$ cat src/rtl/multicycle_ctrl_fsm_if.sv
// ----------------------------------------------------------------------------
// multicycle_ctrl_fsm_if
//   Bundles the signals between the multi-cycle control unit and the shared
//   datapath: IR fields, ALU flag and memory handshake in; mux selects,
//   strobes and status out.
//   master : the control unit (drives selects/strobes, reads IR/flags)
//   slave  : the datapath side (drives IR/flags, reads selects/strobes)
// Parameter CNT_W sets the width of the retired-instruction counter.
// ----------------------------------------------------------------------------
interface multicycle_ctrl_fsm_if #(
    parameter int CNT_W = 32
);
    // Datapath -> control
    logic [5:0]       opcode;
    logic [5:0]       funct;
    logic             zero;
    logic             mem_ready;
    // Control -> datapath
    logic             mem_read;
    logic             mem_write;
    logic             iord;
    logic             ir_write;
    logic             reg_dst;
    logic             mem_to_reg;
    logic             reg_write;
    logic             alu_src_a;
    logic [1:0]       alu_src_b;
    logic [1:0]       alu_op;
    logic [1:0]       pc_src;
    logic             pc_en;
    logic             illegal_op;
    logic [3:0]       state_o;
    logic [CNT_W-1:0] retired_cnt;

    modport master (
        input  opcode, funct, zero, mem_ready,
        output mem_read, mem_write, iord, ir_write, reg_dst, mem_to_reg,
               reg_write, alu_src_a, alu_src_b, alu_op, pc_src, pc_en,
               illegal_op, state_o, retired_cnt
    );

    modport slave (
        output opcode, funct, zero, mem_ready,
        input  mem_read, mem_write, iord, ir_write, reg_dst, mem_to_reg,
               reg_write, alu_src_a, alu_src_b, alu_op, pc_src, pc_en,
               illegal_op, state_o, retired_cnt
    );
endinterface

$ cat src/rtl/multicycle_ctrl_fsm.sv
// ----------------------------------------------------------------------------
// multicycle_ctrl_fsm
//   Multi-cycle MIPS control unit. Steps the shared datapath through
//   fetch/decode/execute/write-back, driving mux selects and PC/IR/regfile/
//   memory strobes, stalling in FETCH/MEMRD/MEMWR until mem_ready.
// Ports:
//   clk  : rising-edge clock
//   rst  : asynchronous active-high reset; all outputs forced to 0 while high
//   bus  : multicycle_ctrl_fsm_if.master (IR fields, zero, mem_ready in;
//          selects, strobes, illegal_op, state_o, retired_cnt out)
// ----------------------------------------------------------------------------
module multicycle_ctrl_fsm #(
    parameter int CNT_W = 32
) (
    input  logic                   clk,
    input  logic                   rst,
    multicycle_ctrl_fsm_if.master  bus
);

    localparam logic [3:0] S_FETCH  = 4'd0;
    localparam logic [3:0] S_DECODE = 4'd1;
    localparam logic [3:0] S_MEMADR = 4'd2;
    localparam logic [3:0] S_MEMRD  = 4'd3;
    localparam logic [3:0] S_MEMWB  = 4'd4;
    localparam logic [3:0] S_MEMWR  = 4'd5;
    localparam logic [3:0] S_EXEC   = 4'd6;
    localparam logic [3:0] S_ALUWB  = 4'd7;
    localparam logic [3:0] S_BRANCH = 4'd8;
    localparam logic [3:0] S_JUMP   = 4'd9;
    localparam logic [3:0] S_ADDIEX = 4'd10;
    localparam logic [3:0] S_ADDIWB = 4'd11;

    localparam logic [5:0] OP_RTYPE = 6'b000000;
    localparam logic [5:0] OP_LW    = 6'b100011;
    localparam logic [5:0] OP_SW    = 6'b101011;
    localparam logic [5:0] OP_BEQ   = 6'b000100;
    localparam logic [5:0] OP_J     = 6'b000010;
    localparam logic [5:0] OP_ADDI  = 6'b001000;

    logic [3:0]       state_q, state_d;
    logic [CNT_W-1:0] retired_q, retired_d;
    logic             retire_s;
    logic             unused_funct_s;

    // funct is decoded by the ALU control, not here
    assign unused_funct_s = ^bus.funct;

    // State and retired-counter registers
    always_ff @(posedge clk or posedge rst) begin
        if (rst) begin
            state_q   <= S_FETCH;
            retired_q <= {CNT_W{1'b0}};
        end else begin
            state_q   <= state_d;
            retired_q <= retired_d;
        end
    end

    // Next-state decode; unused codes 12-15 recover to FETCH
    always_comb begin
        state_d = S_FETCH;
        case (state_q)
            S_FETCH:  state_d = bus.mem_ready ? S_DECODE : S_FETCH;
            S_DECODE: begin
                case (bus.opcode)
                    OP_LW, OP_SW: state_d = S_MEMADR;
                    OP_RTYPE:     state_d = S_EXEC;
                    OP_BEQ:       state_d = S_BRANCH;
                    OP_J:         state_d = S_JUMP;
                    OP_ADDI:      state_d = S_ADDIEX;
                    default:      state_d = S_FETCH;
                endcase
            end
            S_MEMADR: state_d = (bus.opcode == OP_SW) ? S_MEMWR : S_MEMRD;
            S_MEMRD:  state_d = bus.mem_ready ? S_MEMWB : S_MEMRD;
            S_MEMWB:  state_d = S_FETCH;
            S_MEMWR:  state_d = bus.mem_ready ? S_FETCH : S_MEMWR;
            S_EXEC:   state_d = S_ALUWB;
            S_ALUWB:  state_d = S_FETCH;
            S_BRANCH: state_d = S_FETCH;
            S_JUMP:   state_d = S_FETCH;
            S_ADDIEX: state_d = S_ADDIWB;
            S_ADDIWB: state_d = S_FETCH;
            default:  state_d = S_FETCH;
        endcase
    end

    // Retire on the last cycle of each legal instruction (sw only once memory accepts)
    always_comb begin
        retire_s = 1'b0;
        case (state_q)
            S_MEMWB, S_ALUWB, S_BRANCH, S_JUMP, S_ADDIWB: retire_s = 1'b1;
            S_MEMWR: retire_s = bus.mem_ready;
            default: retire_s = 1'b0;
        endcase
        if (retire_s) begin
            retired_d = retired_q + {{(CNT_W-1){1'b0}}, 1'b1};
        end else begin
            retired_d = retired_q;
        end
    end

    // Datapath controls from current state; everything held at 0 during reset
    always_comb begin
        bus.mem_read    = 1'b0;
        bus.mem_write   = 1'b0;
        bus.iord        = 1'b0;
        bus.ir_write    = 1'b0;
        bus.reg_dst     = 1'b0;
        bus.mem_to_reg  = 1'b0;
        bus.reg_write   = 1'b0;
        bus.alu_src_a   = 1'b0;
        bus.alu_src_b   = 2'b00;
        bus.alu_op      = 2'b00;
        bus.pc_src      = 2'b00;
        bus.pc_en       = 1'b0;
        bus.illegal_op  = 1'b0;
        bus.state_o     = state_q;
        bus.retired_cnt = retired_q;
        if (rst) begin
            bus.state_o     = 4'd0;
            bus.retired_cnt = {CNT_W{1'b0}};
        end else begin
            case (state_q)
                S_FETCH: begin
                    bus.mem_read  = 1'b1;
                    bus.alu_src_b = 2'b01;
                    bus.ir_write  = bus.mem_ready;
                    bus.pc_en     = bus.mem_ready;
                end
                S_DECODE: begin
                    // branch target precomputed into ALUOut
                    bus.alu_src_b = 2'b11;
                    case (bus.opcode)
                        OP_LW, OP_SW, OP_RTYPE, OP_BEQ, OP_J, OP_ADDI:
                                 bus.illegal_op = 1'b0;
                        default: bus.illegal_op = 1'b1;
                    endcase
                end
                S_MEMADR, S_ADDIEX: begin
                    bus.alu_src_a = 1'b1;
                    bus.alu_src_b = 2'b10;
                end
                S_MEMRD: begin
                    bus.mem_read = 1'b1;
                    bus.iord     = 1'b1;
                end
                S_MEMWB: begin
                    bus.reg_write  = 1'b1;
                    bus.mem_to_reg = 1'b1;
                end
                S_MEMWR: begin
                    bus.mem_write = 1'b1;
                    bus.iord      = 1'b1;
                end
                S_EXEC: begin
                    bus.alu_src_a = 1'b1;
                    bus.alu_op    = 2'b10;
                end
                S_ALUWB: begin
                    bus.reg_write = 1'b1;
                    bus.reg_dst   = 1'b1;
                end
                S_BRANCH: begin
                    bus.alu_src_a = 1'b1;
                    bus.alu_op    = 2'b01;
                    bus.pc_src    = 2'b01;
                    bus.pc_en     = bus.zero;
                end
                S_JUMP: begin
                    bus.pc_src = 2'b10;
                    bus.pc_en  = 1'b1;
                end
                S_ADDIWB: begin
                    bus.reg_write = 1'b1;
                end
                default: begin
                    bus.mem_read = 1'b0;
                end
            endcase
        end
    end

endmodule
$ cat src/flat_wrapper.sv
// flat-port wrapper written by rule: the top's interface ports become plain ports
module multicycle_ctrl_fsm_flat 
#(
    parameter int CNT_W = 32
)
  (clk, rst, bus_opcode, bus_funct, bus_zero, bus_mem_ready, bus_mem_read, bus_mem_write, bus_iord, bus_ir_write, bus_reg_dst, bus_mem_to_reg, bus_reg_write, bus_alu_src_a, bus_alu_src_b, bus_alu_op, bus_pc_src, bus_pc_en, bus_illegal_op, bus_state_o, bus_retired_cnt);
  multicycle_ctrl_fsm_if #(.CNT_W(CNT_W)) bus_i ();
  input  logic clk;
  input  logic rst;
  input wire logic [$bits(bus_i.opcode)-1:0] bus_opcode;
  input wire logic [$bits(bus_i.funct)-1:0] bus_funct;
  input wire logic [$bits(bus_i.zero)-1:0] bus_zero;
  input wire logic [$bits(bus_i.mem_ready)-1:0] bus_mem_ready;
  output wire logic [$bits(bus_i.mem_read)-1:0] bus_mem_read;
  output wire logic [$bits(bus_i.mem_write)-1:0] bus_mem_write;
  output wire logic [$bits(bus_i.iord)-1:0] bus_iord;
  output wire logic [$bits(bus_i.ir_write)-1:0] bus_ir_write;
  output wire logic [$bits(bus_i.reg_dst)-1:0] bus_reg_dst;
  output wire logic [$bits(bus_i.mem_to_reg)-1:0] bus_mem_to_reg;
  output wire logic [$bits(bus_i.reg_write)-1:0] bus_reg_write;
  output wire logic [$bits(bus_i.alu_src_a)-1:0] bus_alu_src_a;
  output wire logic [$bits(bus_i.alu_src_b)-1:0] bus_alu_src_b;
  output wire logic [$bits(bus_i.alu_op)-1:0] bus_alu_op;
  output wire logic [$bits(bus_i.pc_src)-1:0] bus_pc_src;
  output wire logic [$bits(bus_i.pc_en)-1:0] bus_pc_en;
  output wire logic [$bits(bus_i.illegal_op)-1:0] bus_illegal_op;
  output wire logic [$bits(bus_i.state_o)-1:0] bus_state_o;
  output wire logic [$bits(bus_i.retired_cnt)-1:0] bus_retired_cnt;
  assign bus_i.opcode = bus_opcode;
  assign bus_i.funct = bus_funct;
  assign bus_i.zero = bus_zero;
  assign bus_i.mem_ready = bus_mem_ready;
  assign bus_mem_read = bus_i.mem_read;
  assign bus_mem_write = bus_i.mem_write;
  assign bus_iord = bus_i.iord;
  assign bus_ir_write = bus_i.ir_write;
  assign bus_reg_dst = bus_i.reg_dst;
  assign bus_mem_to_reg = bus_i.mem_to_reg;
  assign bus_reg_write = bus_i.reg_write;
  assign bus_alu_src_a = bus_i.alu_src_a;
  assign bus_alu_src_b = bus_i.alu_src_b;
  assign bus_alu_op = bus_i.alu_op;
  assign bus_pc_src = bus_i.pc_src;
  assign bus_pc_en = bus_i.pc_en;
  assign bus_illegal_op = bus_i.illegal_op;
  assign bus_state_o = bus_i.state_o;
  assign bus_retired_cnt = bus_i.retired_cnt;
  multicycle_ctrl_fsm #(.CNT_W(CNT_W)) u_core (.clk(clk), .rst(rst), .bus(bus_i));
endmodule
$ cat config.mk
export PLATFORM = sky130hd
export DESIGN_NAME = multicycle_ctrl_fsm_flat
export DESIGN_NICKNAME = d
export VERILOG_FILES = /design/src/rtl/multicycle_ctrl_fsm_if.sv /design/src/rtl/multicycle_ctrl_fsm.sv /design/src/flat_wrapper.sv
export SDC_FILE = /design/constraint.sdc
export NUM_CORES = 1
export LEC_CHECK = 0
export BUFFER_PORTS_ARGS = -buffer_cell sky130_fd_sc_hd__buf_2
export CAP_MARGIN = 20
export CORE_AREA = 3 3 94 60
export DETAILED_ROUTE_END_ITERATION = 6
export DIE_AREA = 0 0 97 63
export PLACE_DENSITY_LB_ADDON = 0.3
export SLEW_MARGIN = 20
export SYNTH_ARGS = -nofsm -noshare
export SYNTH_HDL_FRONTEND = slang
export SYNTH_SLANG_ARGS = --single-unit
$ cat constraint.sdc
create_clock -name clk -period 2.75 [get_ports clk]
set_input_delay 0.1375 -clock clk [delete_from_list [all_inputs] [get_ports clk]]
set_output_delay 0.1375 -clock clk [all_outputs]
set_load 0.01 [all_outputs]
==> impl_metrics.json <==
{
  "place_inst": 372,
  "cts_tree": "yes",
  "drc_errors": 0,
  "syn_avg_cell_area_um2": 9.124,
  "worstMarginPinSlew_ps": 715.7,
  "n_antenna_cell": 0,
  "drt_first_pass_iters": 4,
  "rsz0062_at_grt": "no",
  "syn_to_final_growth_pct": 22.65,
  "drive_gt1_share_pct": 26.43,
  "placed_cell_area_um2": 2671,
  "synth_edf_count": 0,
  "ys_seq_elements": 36,
  "synth_ff_type": "dfrtp_1",
  "worstSkewPairLatency_ps": 280,
  "ys.warnings.count": 0,
  "hold_slack_ps": 216.4,
  "viasPerCell": 5.166,
  "setup_tns_ps": 0,
  "postCtsSetupRepairBufs": 0,
  "synth_fp_nets": 267,
  "die_w_um": 97,
  "routed_wl_um": 5107,
  "holdCritPathClass": "in2reg",
  "use_met1_pct": 26.21,
  "pre_cts_slack_ps": 725.6,
  "grt_pass1_vias": 1788,
  "grt.total_usage_pct": 16.99,
  "clk_path_buf_depth": 2,
  "status": "finished clean",
  "hpwl_um": 3770,
  "grt_pass1_wl_um": 8521,
  "p_leak_nw": 1.252,
  "period_needed_ps": 2048,
  "ioPinCount": 68,
  "synthesis.instances": 250,
  "critPathMaxFanout": 6,
  "synth.distinct_cells": 45,
  "fin_nets": 330,
  "arrival_ps": 2260,
  "cts.sinks": 36,
  "num_rows": 20,
  "cp.required_ps": 2960,
  "dieHeight_um": 63,
  "drtIter0Drc": 75,
  "ys_seq_area_share_pct": 39.50,
  "post_cts_resized": 0,
  "numCtsBuffers": 5,
  "core_area_um2": 4930,
  "ir_drop_v": 0.0003025,
  "maxCapViolations": 0,
  "async_reset_ff_share_pct": 100.0,
  "synth_area_um2": 2281,
  "overflow": 0,
  "cts.reportedPaths.clkPinSlew_ps": 70,
  "port_buffers": 61,
  "setup_viol": 0,
  "fillers": 461,
  "wl_per_cell_um": 13.44,
  "met2_usage_pct": 22.77,
  "root_buffer": "clkbuf_8",
  "endpoint_kind": "flop",
  "hold_buffers": 0,
  "fin_ws_ps": 702.0,
  "start_util_pct": 46.27,
  "grt_max_degree": 43,
  "dieArea_um2": 6111,
  "ant_nets": 0,
  "finalClockSkew_ps": 1.743,
  "grt-busiest-layer": "met1",
  "relSlewSlack_pct": 52.28,
  "drv_slew": 0,
  "cp-start-kind": "flop",
  "hold_violations": 0,
  "place_congestion": 0.7678,
  "cellPowerDensity_nw_per_um2": 546.7,
  "postLayoutCellArea_um2": 2798,
  "cts_max_level": 2,
  "grt_antenna_before_repair": 0,
  "fin_crit_sh_pct": 74.47,
  "vias": 1963,
  "final_cells": 380,
  "path_class": "reg2reg",
  "fmax_mhz": 488.3,
  "grtUsageMet3_pct": 4.459
}
[flip-flops by register name (all words and copies together), names as in the netlist]
name,count
u_core.retired_q,32
u_core.state_q,4
[where the power goes]
group	switching, mW	total (mW)	leakage [nW]	internal, mW
clock	0.187	0.507	0.0645	0.320
sequential	0.0497	0.623	0.448	0.573
combinational	0.225	0.400	0.739	0.175
[placed cells by master (no fill, tap or decap), types with 2 or more instances in the layout]
cell type / instances
nor2_1: 14
nand2_1: 15
buf_2: 61
nand3_1: 11
a21oi_1: 6
dfrtp_1: 36
o22ai_1: 2
nor2b_1: 39
nand2b_1: 8
o21a_1: 3
inv_1: 2
xor2_1: 11
xnor2_1: 23
or4_1: 4
buf_4: 7
and3_1: 7
and2_1: 3
clkbuf_8: 7
nor3_1: 8
nor4_1: 4
o21ai_0: 5
nand4_1: 13
nand3b_1: 2
or3_1: 2
[routing by layer]
layer | up-vias | part of all wire [%]
li1 | 1003 | -
met1 | 893 | 52
met2 | 62 | 41
met3 | 5 | 5.8
met4 | 0 | 0.82
met5 | - | 0
[critical path, stage by stage (launching register included)]
cell and delay [ps]:
dfrtp_1 380, nor2b_1 140, or3b_1 540, or4_4 580, nor3_2 140, xor2_1 170
[cells in the mapped netlist, drive strengths merged (6+ instances only)]
library cell  number  share of area [%]
nand2b             8                2.2
nor2              14                2.3
dfrtp             36                 39
a21oi              6                1.3
nand3             11                2.4
nand2             15                2.5
clkbuf             8                1.3
nor3               9                2.2
and3               7                1.9
nor2b             39                 11
xnor2             23                8.8
nand4             13                3.6
xor2              11                4.2
[final timing paths]
kind | start | to | slack [ps] | cells past startpoint
worst max-delay path | u_core.state_q[1] | u_core.retired_q[19] | 700 | 5
worst min-delay path | bus_opcode[5] | u_core.state_q[3] | 220 | 4
worst max register to register | u_core.state_q[1] | u_core.retired_q[19] | 700 | 5
worst min register to register | u_core.retired_q[31] | u_core.retired_q[31] | 470 | 1
max in group asynchronous | rst | u_core.retired_q[15] | 1810 | 3
min in group asynchronous | rst | u_core.retired_q[19] | 250 | 2
[metrics by stage]
step                      utilization (%)  power (mW)
after global placement              54.19       1.018
final                               56.75       1.529
after detailed placement            54.19       1.029
after CTS                           56.75       1.539
after global routing                56.75       1.617
after floorplan                         -      0.8950
[final cells by class]
class | instances | area, um^2 | area share [%]
multi-input combinational | 200 | 1323 | 47.27
sequential | 36 | 900.9 | 32.20
timing repair buffer | 68 | 357.8 | 12.79
clock buffer | 7 | 96.34 | 3.444
tap | 66 | 82.58 | 2.952
clock inverter | 1 | 30.03 | 1.073
inverter | 2 | 7.507 | 0.2683
[logic make-up after synthesis]
group	synth area share, %
buf+inv	2.524
simple gates	36.92
xor+xnor	13.06
mux	0.4937
compound gates	6.967
flops	39.50
fa+ha+maj	0.5485
(Power assumes the default switching activity.)
